==> config.mk <==
export PLATFORM = sky130hd
export DESIGN_NAME = alarm_trigger
export DESIGN_NICKNAME = d
export VERILOG_FILES = /design/src/rtl/alarm_trigger.sv
export SDC_FILE = /design/constraint.sdc
export NUM_CORES = 1
export LEC_CHECK = 0
export CORE_MARGIN = 2
export CORE_UTILIZATION = 35
export CTS_CLUSTER_SIZE = 12
export DETAILED_ROUTE_END_ITERATION = 8
export GPL_ROUTABILITY_DRIVEN = 0
export GPL_TIMING_DRIVEN = 0
export PLACE_DENSITY = 0.59
export SETUP_SLACK_MARGIN = 0.3
export SYNTH_ARGS = -nofsm -noshare
export SYNTH_HDL_FRONTEND = slang
export SYNTH_SLANG_ARGS = --single-unit
==> constraint.sdc <==
create_clock -name clk -period 5.3 [get_ports clk]
set_clock_uncertainty 0.05 [all_clocks]
set_input_delay 0.795 -clock clk [delete_from_list [all_inputs] [get_ports clk]]
set_output_delay 0.795 -clock clk [all_outputs]
set_load 0.005 [all_outputs]
==> src/rtl/alarm_trigger.sv <==
// Alarm trigger: stores the alarm handed over by the setter, watches the
// running clock time for a match, and sequences ring / snooze / stop / timeout.
// Reset port `rst` is asynchronous and active-low.
module alarm_trigger #(
  parameter int RING_SECS  = 60,  // sec_tick pulses before auto-off (>=1)
  parameter int SNOOZE_MIN = 5,   // minutes added on snooze (1..59)
  parameter int MAX_SNOOZE = 3    // snoozes allowed per alarm event (>=1)
) (
  input  logic                            clk,
  input  logic                            rst,
  input  logic                            sec_tick,
  input  logic [4:0]                      cur_hours,
  input  logic [5:0]                      cur_minutes,
  input  logic [5:0]                      cur_seconds,
  input  logic [4:0]                      alarm_hours,
  input  logic [5:0]                      alarm_minutes,
  input  logic                            alarm_on,
  input  logic                            alarm_ack,
  input  logic                            stop_button,
  input  logic                            snooze_button,
  output logic                            buzzer,
  output logic                            snoozing,
  output logic                            armed,
  output logic                            alarm_invalid,
  output logic [$clog2(MAX_SNOOZE+1)-1:0] snooze_cnt
);

  localparam int SNW = $clog2(MAX_SNOOZE + 1);
  localparam int RW  = $clog2(RING_SECS + 1);

  localparam logic [SNW-1:0] MAX_SNOOZE_C = SNW'(MAX_SNOOZE);
  localparam logic [RW-1:0]  RING_SECS_C  = RW'(RING_SECS);
  localparam logic [6:0]     SNOOZE_MIN_C = 7'(SNOOZE_MIN);

  typedef enum logic [1:0] {
    IDLE     = 2'd0,
    RINGING  = 2'd1,
    SNOOZING = 2'd2
  } state_t;

  state_t         state_q, state_d;
  logic [4:0]     alm_h_q, alm_h_d;
  logic [5:0]     alm_m_q, alm_m_d;
  logic [4:0]     snz_h_q, snz_h_d;
  logic [5:0]     snz_m_q, snz_m_d;
  logic           armed_q, armed_d;
  logic           invalid_q, invalid_d;
  logic [SNW-1:0] snooze_cnt_q, snooze_cnt_d;
  logic [RW-1:0]  ring_cnt_q, ring_cnt_d;
  logic           match_prev_q, match_prev_d;

  logic [4:0] tgt_h;
  logic [5:0] tgt_m;
  logic       match_now;
  logic       match_event;
  logic       load_valid;
  logic [6:0] sum_m;
  logic [5:0] next_snz_m;
  logic [4:0] next_snz_h;
  logic [RW-1:0] ring_cnt_inc;

  // Compare against the snooze target while snoozing, otherwise the stored alarm;
  // only the rising edge of a match counts so a held match fires once.
  always_comb begin
    tgt_h       = (state_q == SNOOZING) ? snz_h_q : alm_h_q;
    tgt_m       = (state_q == SNOOZING) ? snz_m_q : alm_m_q;
    match_now   = (cur_hours == tgt_h) && (cur_minutes == tgt_m) && (cur_seconds == 6'd0);
    match_event = match_now && !match_prev_q;
  end

  // Snooze target = current time plus SNOOZE_MIN minutes, wrapping past midnight.
  always_comb begin
    sum_m      = {1'b0, cur_minutes} + SNOOZE_MIN_C;
    next_snz_h = cur_hours;
    next_snz_m = cur_minutes;
    if (sum_m >= 7'd60) begin
      next_snz_m = 6'(sum_m - 7'd60);
      next_snz_h = cur_hours + 5'd1;
    end else begin
      next_snz_m = 6'(sum_m);
    end
    if (next_snz_h == 5'd24) next_snz_h = 5'd0;
  end

  // Next-state logic: alarm_ack overrides everything, then stop, snooze, timeout/event.
  always_comb begin
    // NOTE: every variable gets a default here so no path leaves one unassigned,
    // which would otherwise infer a latch.
    state_d      = state_q;
    alm_h_d      = alm_h_q;
    alm_m_d      = alm_m_q;
    snz_h_d      = snz_h_q;
    snz_m_d      = snz_m_q;
    armed_d      = armed_q;
    invalid_d    = invalid_q;
    snooze_cnt_d = snooze_cnt_q;
    ring_cnt_d   = ring_cnt_q;
    match_prev_d = match_now;
    load_valid   = (alarm_hours <= 5'd23) && (alarm_minutes <= 6'd59);
    ring_cnt_inc = ring_cnt_q + RW'(1);

    if (alarm_ack) begin
      alm_h_d      = alarm_hours;
      alm_m_d      = alarm_minutes;
      armed_d      = alarm_on && load_valid;
      invalid_d    = !load_valid;
      state_d      = IDLE;
      snooze_cnt_d = '0;
      ring_cnt_d   = '0;
    end else begin
      unique case (state_q)
        IDLE: begin
          if (match_event && armed_q) begin
            state_d      = RINGING;
            ring_cnt_d   = '0;
            snooze_cnt_d = '0;
          end
        end
        RINGING: begin
          if (stop_button) begin
            state_d = IDLE;
          end else if (snooze_button) begin
            if (snooze_cnt_q < MAX_SNOOZE_C) begin
              state_d      = SNOOZING;
              snooze_cnt_d = snooze_cnt_q + SNW'(1);
              snz_h_d      = next_snz_h;
              snz_m_d      = next_snz_m;
            end else begin
              state_d = IDLE;
            end
          end else if (sec_tick) begin
            ring_cnt_d = ring_cnt_inc;
            if (ring_cnt_inc == RING_SECS_C) state_d = IDLE;
          end
        end
        SNOOZING: begin
          if (stop_button) begin
            state_d      = IDLE;
            snooze_cnt_d = '0;
          end else if (match_event) begin
            state_d    = RINGING;
            ring_cnt_d = '0;
          end
        end
        default: state_d = IDLE;
      endcase
    end
  end

  // State and storage registers; async reset clears the stored alarm too.
  always_ff @(posedge clk or negedge rst) begin
    if (!rst) begin
      state_q      <= IDLE;
      alm_h_q      <= '0;
      alm_m_q      <= '0;
      snz_h_q      <= '0;
      snz_m_q      <= '0;
      armed_q      <= 1'b0;
      invalid_q    <= 1'b0;
      snooze_cnt_q <= '0;
      ring_cnt_q   <= '0;
      match_prev_q <= 1'b0;
    end else begin
      // NOTE: non-blocking assignments so every register samples pre-edge values.
      state_q      <= state_d;
      alm_h_q      <= alm_h_d;
      alm_m_q      <= alm_m_d;
      snz_h_q      <= snz_h_d;
      snz_m_q      <= snz_m_d;
      armed_q      <= armed_d;
      invalid_q    <= invalid_d;
      snooze_cnt_q <= snooze_cnt_d;
      ring_cnt_q   <= ring_cnt_d;
      match_prev_q <= match_prev_d;
    end
  end

  // Outputs decoded purely from registers.
  assign buzzer        = (state_q == RINGING);
  assign snoozing      = (state_q == SNOOZING);
  assign armed         = armed_q;
  assign alarm_invalid = invalid_q;
  assign snooze_cnt    = snooze_cnt_q;

endmodule

# Yosys cells after proc, flatten, opt, wreduce, memory -nomap -nowiden

Cells that the tools add are included.

Register bits: 35
Logic and storage cells: 84

Add/sub/neg operators: 5
Order comparisons: 4
Equality and inequality tests: 18
Multiplexer cells: 30
Bitwise gates (word level): 2
Reduce and logical (&&, ||, !) cells: 15

Operator list:

| operator                                                              | count |
|---|---|
| 6-bit 2-to-1 mux                                                      | 9 |
| 2-bit 2-to-1 mux                                                      | 15 |
| 3-bit != test, second input constant                                  | 7 |
| 6-bit case mux with 3 select lines                                    | 1 |
| 5-bit 2-to-1 mux                                                      | 3 |
| 2-bit case mux with 3 select lines                                    | 2 |
| 6-bit by 3-bit adder with 7-bit output, second input constant         | 1 |
| 7-bit by 6-bit >= comparator with 1-bit output, second input constant | 1 |
| 7-bit AND reduction                                                   | 1 |
| 6-bit by 1-bit adder with 6-bit output, second input constant         | 1 |
| 6-bit == test                                                         | 1 |
| 6-bit == test, second input constant                                  | 1 |
| 6-bit less-or-equal comparator, second input constant                 | 1 |
| 1-bit logical AND                                                     | 6 |
| 6-bit zero test                                                       | 1 |
| 3-bit by 2-bit != test with 1-bit output, second input constant       | 2 |
| 6-bit AND reduction                                                   | 1 |
| 6-bit subtractor, second input constant                               | 1 |
| 5-bit by 1-bit adder with 5-bit output, second input constant         | 1 |
| 5-bit == test                                                         | 1 |
| 5-bit == test, second input constant                                  | 1 |
| 5-bit less-or-equal comparator, second input constant                 | 1 |
| 5-bit by 4-bit != test with 1-bit output, second input constant       | 1 |
| 5-bit != test, second input constant                                  | 1 |
| other kinds (11)                                                      | 13 |

# Depth between registers and ports, before layout

Gate-level depths: netlist (run 1).

Word-level depth: 10
Gate-level depth with buffers: 11

# Worst setup path after synthesis (run 1)

No wires, ideal clock.

Kind: input port to flip-flop
Start: input port cur_minutes[0]
End: register snz_h_q[3]
Library setup time: 0.130 ns
Arrival time: 2.768 ns
Required time: 5.120 ns
Setup slack: 2.352 ns
Cell stages on the path: 11
Buffers on the path: 1
Cells stage by stage: ha_1 clkbuf_1 xnor2_1 ha_1 a22oi_1 o31ai_1 o2111ai_1 nand2_2 or4_1 o31ai_1 a21oi_1

Longest elaborated chain between the ends: 5

RTL lines:

| what                                               | RTL line | RTL |
|---|---|---|
| start: declaration                                 | 13       | `input logic [5:0] cur_minutes,` |
| 6-bit by 3-bit adder with 7-bit output (*)         | 73       | `sum_m = {1'b0, cur_minutes} + SNOOZE_MIN_C;` |
| 7-bit by 6-bit >= comparator with 1-bit output (*) | 76       | `if (sum_m >= 7'd60) begin` |
| 5-bit 2-to-1 mux (*)                               | 76       |  |
| 5-bit == test                                      | 82       | `if (next_snz_h == 5'd24) next_snz_h = 5'd0;` |
| 5-bit 2-to-1 mux (*)                               | 82       |  |
| end signal: assignment                             | 168      | `snz_h_q <= snz_h_d;` |
| end: declaration                                   | 44       | `logic [4:0] snz_h_q, snz_h_d;` |

Mark *: on every way between the ends. The rest lies on a longest branch, timed or not.
A chain may end at the register's enable or synchronous reset.

# Worst setup path after layout (run 1)

Ends and elaborated chain as after synthesis.

==> flow_summary.toml, run 1 <==
[status]
status = "complete, no violations"

[floorplan]
fp-row-count = 29
coreArea_um2 = 6280
die_area_um2 = 7040
ios = 41
die_w_um = 83.9
die_h_um = 83.9
initial_core_util_pct = 35.6

[layout]
nNetsFinal = 321
synthToLayoutAreaGrowth_pct = 23.4
drive_gt1_share_pct = 9.61
antenna_cells = 0
stdcell_area_um2 = 2760
final_common_cell = "dfrtp_1"
layout_common_cells = "dfrtp_1, clkdlybuf4s50_1, nand2_1"

[global_route]
antenna_found_initial = 0
grt-ovfl-total = 0
grt_pass1_vias = 1818
grt_use_total_pct = 15.2
grt_max_degree = 36
grt_pass1_wl_um = 8610

[route]
vias = 1847
viasPerCell = 5.16
first_iter_violations = 64
wl_per_cell_um = 13.8
dr.pass1.iters = 4
antenna_left = 0
routed_wl_um = 4930
drc = 0

[synthesis]
syn_area_um2 = 2240
synth_cell_types = 46
synthArstFlopShare_pct = 100
syn-num-nets = 279
ys_seq_area_share_pct = 39.2
synthCells = 238
yosys_warnings = 0
synthFlopType = "dfrtp_1"
synth_edf_count = 0
synth_area_per_cell_um2 = 9.39
yosys_register_bits = 35

[critical_path]
crit_type = "primary input to register"
start_kind = "primary input"
cpPeakStageDelay_ps = 660
worstPathCellList = "clkdlybuf4s50_1, ha_1, clkbuf_1, xnor2_1, ha_1, a22oi_1, o31ai_1, o2111ai_1, nand2_2, or4_1, o31ai_1, a21oi_1"
cp_slowest_cell = "clkdlybuf4s50_1"
critPathArrivalTime_ps = 3750
cp_max_fo = 9
end_kind = "register"
cp.required_ps = 5410
worst_path_dominant_cell_family = "buffers and inverters"
worst-path-buf-inv = 2

[power]
clockPowerShare_pct = 31.9
internal_power_uw = 426
fin_total_pwr_uw = 576
ir_drop_mv = 0.115
power_frac_seq_pct = 49.3
p_sw_uw = 149
power_leakage_nw = 1.10
combPwrFrac_pct = 18.9
power-per-cell-area_nw_per_um2 = 209
switching_share_pct = 25.9

[sta]
tightest_slew_ps = 793
hold_viol = 0
rsz0062_at_grt = "false"
whs_ps = 425
slew_viol_final = 0
finalCritPeriodShare_pct = 68.7
slew_headroom_pct = 47.2
setup_viol = 0
post-route-min-period_ps = 3640
setup_tns_ps = 0
clock.fmax_mhz = 275

[clock_network]
path_clk_slew_ps = 70
htree_levels = 2
cts_buffer_depth = 2
clkSinkCount = 35
cts_hold_buf = 0
cts_tree = "yes"
clk_latency_ps = 280
numCtsBuffers = 5
cts_root_buffer = "clkbuf_8"
cts_resized = 0
cts_setup_buffers = 0

[job]
maxCapViolations = 0

[placed_design]
dpl.hpwl_um = 3700
portBuffers = 35
placed_area_um2 = 2680

[worst_hold_path]
hold_path_class = "register to register"
-- per-stage QoR --
stage / utilization [%] / cells / worst slack [ps]
floorplan: - / 238 / 2350
global placement: 42.7 / 350 / 1320
detailed placement: 42.7 / 350 / 1320
CTS: 44.0 / 358 / 1620
global route: 44.0 / 358 / 1330
finish: 44.0 / 358 / 1660
-- worst register-to-register path, cell delays in order (launching register included) --
cell and delay [ps]:
dfrtp_1 450, nor2b_1 190, buf_6 160, buf_6 170, mux2i_1 230, xnor2_1 80, nor4_1 340, nand4bb_1 130
buf_2 190, o21ai_1 260, mux2i_1 210
-- kinds of logic after synthesis --
kind of cell / Yosys count / share of synthesized area (%)
simple gates: 78 / 18.5
compound gates: 48 / 13.0
flops: 35 / 39.2
mux: 29 / 13.7
buf+inv: 22 / 4.53
xor+xnor: 20 / 7.83
fa+ha+maj: 6 / 3.36
-- power groups by stage --
stage / logic, mW / clock network, mW / registers [mW]
floorplan: 0.0636 / 0 / 0.286
global route: 0.122 / 0.204 / 0.285
detailed placement: 0.110 / 0 / 0.289
finish: 0.109 / 0.183 / 0.284
global placement: 0.110 / 0 / 0.289
CTS: 0.110 / 0.192 / 0.284
-- area by class of cell --
type	instances	area [um2]
Fill cell	620	3520
Multi-Input combinational cell	181	1260
Sequential cell	35	876
Timing Repair Buffer	35	345
Tap cell	77	96.3
Clock buffer	7	76.3
Buffer	14	71.3
Inverter	8	30.0
Clock inverter	1	5.00
-- path summary, 6_finish.rpt --
path / from / to / slack, ps / cells past startpoint
max reg2reg: state_q[0] / snooze_cnt[1] / 2770 / 10
max: cur_minutes[0] / snz_h_q[3] / 1660 / 12
max in group asynchronous: rst / snz_h_q[0] / 4140 / 1
min in group asynchronous: rst / ring_cnt_q[2] / 550 / 1
min: snz_h_q[2] / snz_h_q[2] / 430 / 2
min reg2reg: snz_h_q[2] / snz_h_q[2] / 430 / 2
-- state kept, by name (all words and copies together) (netlist names) --
register and flops:
alarm_invalid 1, alm_h_q 5, alm_m_q 6, armed 1
match_prev_q 1, ring_cnt_q 6, snooze_cnt 2, snz_h_q 5
snz_m_q 6, state_q 2
-- layer usage --
layer	vias to the layer above	share of wire [%]	GRT usage, %	wire, um
li1	937	-	-	-
met1	875	49	20.6	2430
met2	33	46	24.6	2290
met3	2	3.4	3.07	169
met4	0	0.81	4.40	40
met5	-	0	0	0
-- cell usage after synthesis (all sizes together), types with 4 or more instances --
master  count  share of area (%)
mux2i      17                7.6
nor2       15                2.5
nand2b      5                1.4
nand3       8                1.8
inv         8                1.3
clkbuf      8                1.3
nor3        6                1.3
ha          6                3.4
nor4        5                1.7
a21oi      11                2.5
nand2      20                3.5
xnor2      13                5.1
o21ai      19                4.3
buf         6                1.8
nor2b       4                1.1
xor2        7                2.7
dfrtp      35                 39
mux2       12                6.0
Power figures use the tool's default switching activity.
==> inputs of run 2 (changes only) <==
- PLACE_DENSITY: 0.59 -> 0.61
- clock period: 5.3 -> 3.2 ns (I/O delays scaled with it)
==> flow_summary.toml, run 2 (same netlist as run 1, synthesis figures left out) <==
[status]
status = "complete, no violations"

[critical_path]
cp.required_ps = 3330
end_kind = "register"
crit_type = "primary input to register"
cp_max_fo = 9
cpPeakStageDelay_ps = 260
critPathArrivalTime_ps = 2710
worstPathCellList = "clkbuf_2, ha_1, clkbuf_2, xnor2_2, ha_1, a22oi_1, o31ai_1, o2111ai_2, buf_4, a21oi_1, xnor2_1, nor3_1, a22o_1"
cp_slowest_cell = "o2111ai_2"
start_kind = "primary input"

[sta]
post-route-min-period_ps = 2580
layout_setup_ws_ps = 622
setup_tns_ps = 0
hold_viol = 0
slew_viol_final = 0
tightest_slew_ps = 786
rsz0062_at_grt = "false"
finalCritPeriodShare_pct = 80.6
setup_viol = 0
clock.fmax_mhz = 388
slew_headroom_pct = 47.6

[placed_design]
pre_cts_ws_ps = -488
dpl.hpwl_um = 3740
placed_area_um2 = 2680
place_inst = 350
portBuffers = 35

[layout]
synthToLayoutAreaGrowth_pct = 25.8
layout_common_cells = "dfrtp_1, clkdlybuf4s50_1, nand2_1"
n_fill_cell = 620
stdcell_area_um2 = 2810
antenna_cells = 0
stdcell_count = 361
final_common_cell = "dfrtp_1"
drive_gt1_share_pct = 13.7
top_regs = "alm_m_q: 6 flops, ring_cnt_q: 6 flops, snz_m_q: 6 flops"
nNetsFinal = 325

[floorplan]
fp-row-count = 29
die_h_um = 83.9
die_area_um2 = 7040
ios = 41
initial_core_util_pct = 35.6
coreArea_um2 = 6280
die_w_um = 83.9

[power]
internal_power_uw = 726
power-per-cell-area_nw_per_um2 = 349
switching_share_pct = 26.0
power_leakage_nw = 1.14
combPwrFrac_pct = 19.0
p_sw_uw = 256
power_frac_seq_pct = 47.8
fin_total_pwr_uw = 982
clockPowerShare_pct = 33.1
ir_drop_mv = 0.205

[clock_network]
cts_hold_buf = 0
clk_latency_ps = 290
htree_levels = 2
cts_root_buffer = "clkbuf_8"
cts_tree = "yes"
numCtsBuffers = 5
clkSinkCount = 35
cts_buffer_depth = 2
path_clk_slew_ps = 70

[worst_hold_path]
hold_path_class = "primary input to asynchronous set/reset pin"

[global_route]
grt_pass1_vias = 1869
grt_use_total_pct = 15.5
grt-ovfl-total = 0
grt_pass1_wl_um = 8820
antenna_found_initial = 0
grt_max_degree = 36

[job]
maxCapViolations = 0

[route]
first_iter_violations = 44
antenna_left = 0
drc = 0
routed_wl_um = 5010
viasPerCell = 5.15
vias = 1859
dr.pass1.iters = 4
wl_per_cell_um = 13.9
[run 2: cell types whose count changed in the layout (fill, tap and decap cells not counted), moves of 2 or more]
| cell | before | now |
|---|---|---|
| buf_4 | 0 | 4 |
| clkbuf_1 | 10 | 7 |
| clkbuf_2 | 0 | 3 |
| clkdlybuf4s50_1 | 34 | 32 |
[run 2: power by group through the flow]
| stage | combinational, mW | clock, mW | sequential [mW] |
|---|---|---|---|
| floorplan | 0.105 | 0 | 0.474 |
| global placement | 0.181 | 0 | 0.479 |
| detailed placement | 0.182 | 0 | 0.479 |
| CTS | 0.183 | 0.335 | 0.470 |
| global route | 0.209 | 0.355 | 0.473 |
| finish | 0.187 | 0.325 | 0.470 |
[run 2: path summary, 6_finish.rpt]
| check | start | endpoint | slack, ps | depth (start not counted) |
|---|---|---|---|---|
| min reg2reg | snz_m_q[5] | snz_m_q[5] | 430 | 2 |
| max reg2reg | state_q[0] | snooze_cnt[1] | 670 | 10 |
| max | cur_minutes[0] | snz_h_q[4] | 620 | 13 |
| min in group clk | snz_m_q[5] | snz_m_q[5] | 430 | 2 |
| min | rst | alarm_invalid | 220 | 1 |
| max in group asynchronous | rst | alm_m_q[1] | 2380 | 1 |
[run 2: worst max-delay path: cells and delay by family]
| kind | cells | cell delay [ps] |
|---|---|---|
| compound gates | 5 | 780 |
| buf+inv | 3 | 520 |
| fa+ha+maj | 2 | 470 |
| xor+xnor | 2 | 380 |
| simple gates | 1 | 80 |
[run 2: layer usage]
metal / part of all wire (%) / track usage, % / vias up
met3: 4.1 / 3.46 / 7
li1: - / - / 942
met5: 0 / 0 / -
met4: 1.6 / 5.28 / 0
met1: 49 / 20.9 / 873
met2: 46 / 24.5 / 37
[run 2: layout make-up]
type / instances / area (um2) / area share [%]
sequential: 35 / 876 / 31.1
inverter: 8 / 30.0 / 1.07
tap: 77 / 96.3 / 3.43
clock buffer: 6 / 82.6 / 2.94
clock inverter: 1 / 5.00 / 0.178
multi-input combinational: 181 / 1280 / 45.7
buffer: 14 / 72.6 / 2.58
timing repair buffer: 39 / 365 / 13.0
[run 2: metrics by stage]
step                util (%)  hold WS, ps
global route            44.8          305
detailed placement      42.7          426
finish                  44.8          218
global placement        42.7          411
floorplan                  -          134
CTS                     44.1          261
[run 2: timing repair]
action	in CTS	in global routing
setup buffers	0	4
pin swaps	0	2
endpoints found under the setup margin	8	4
gates resized for setup	4	7
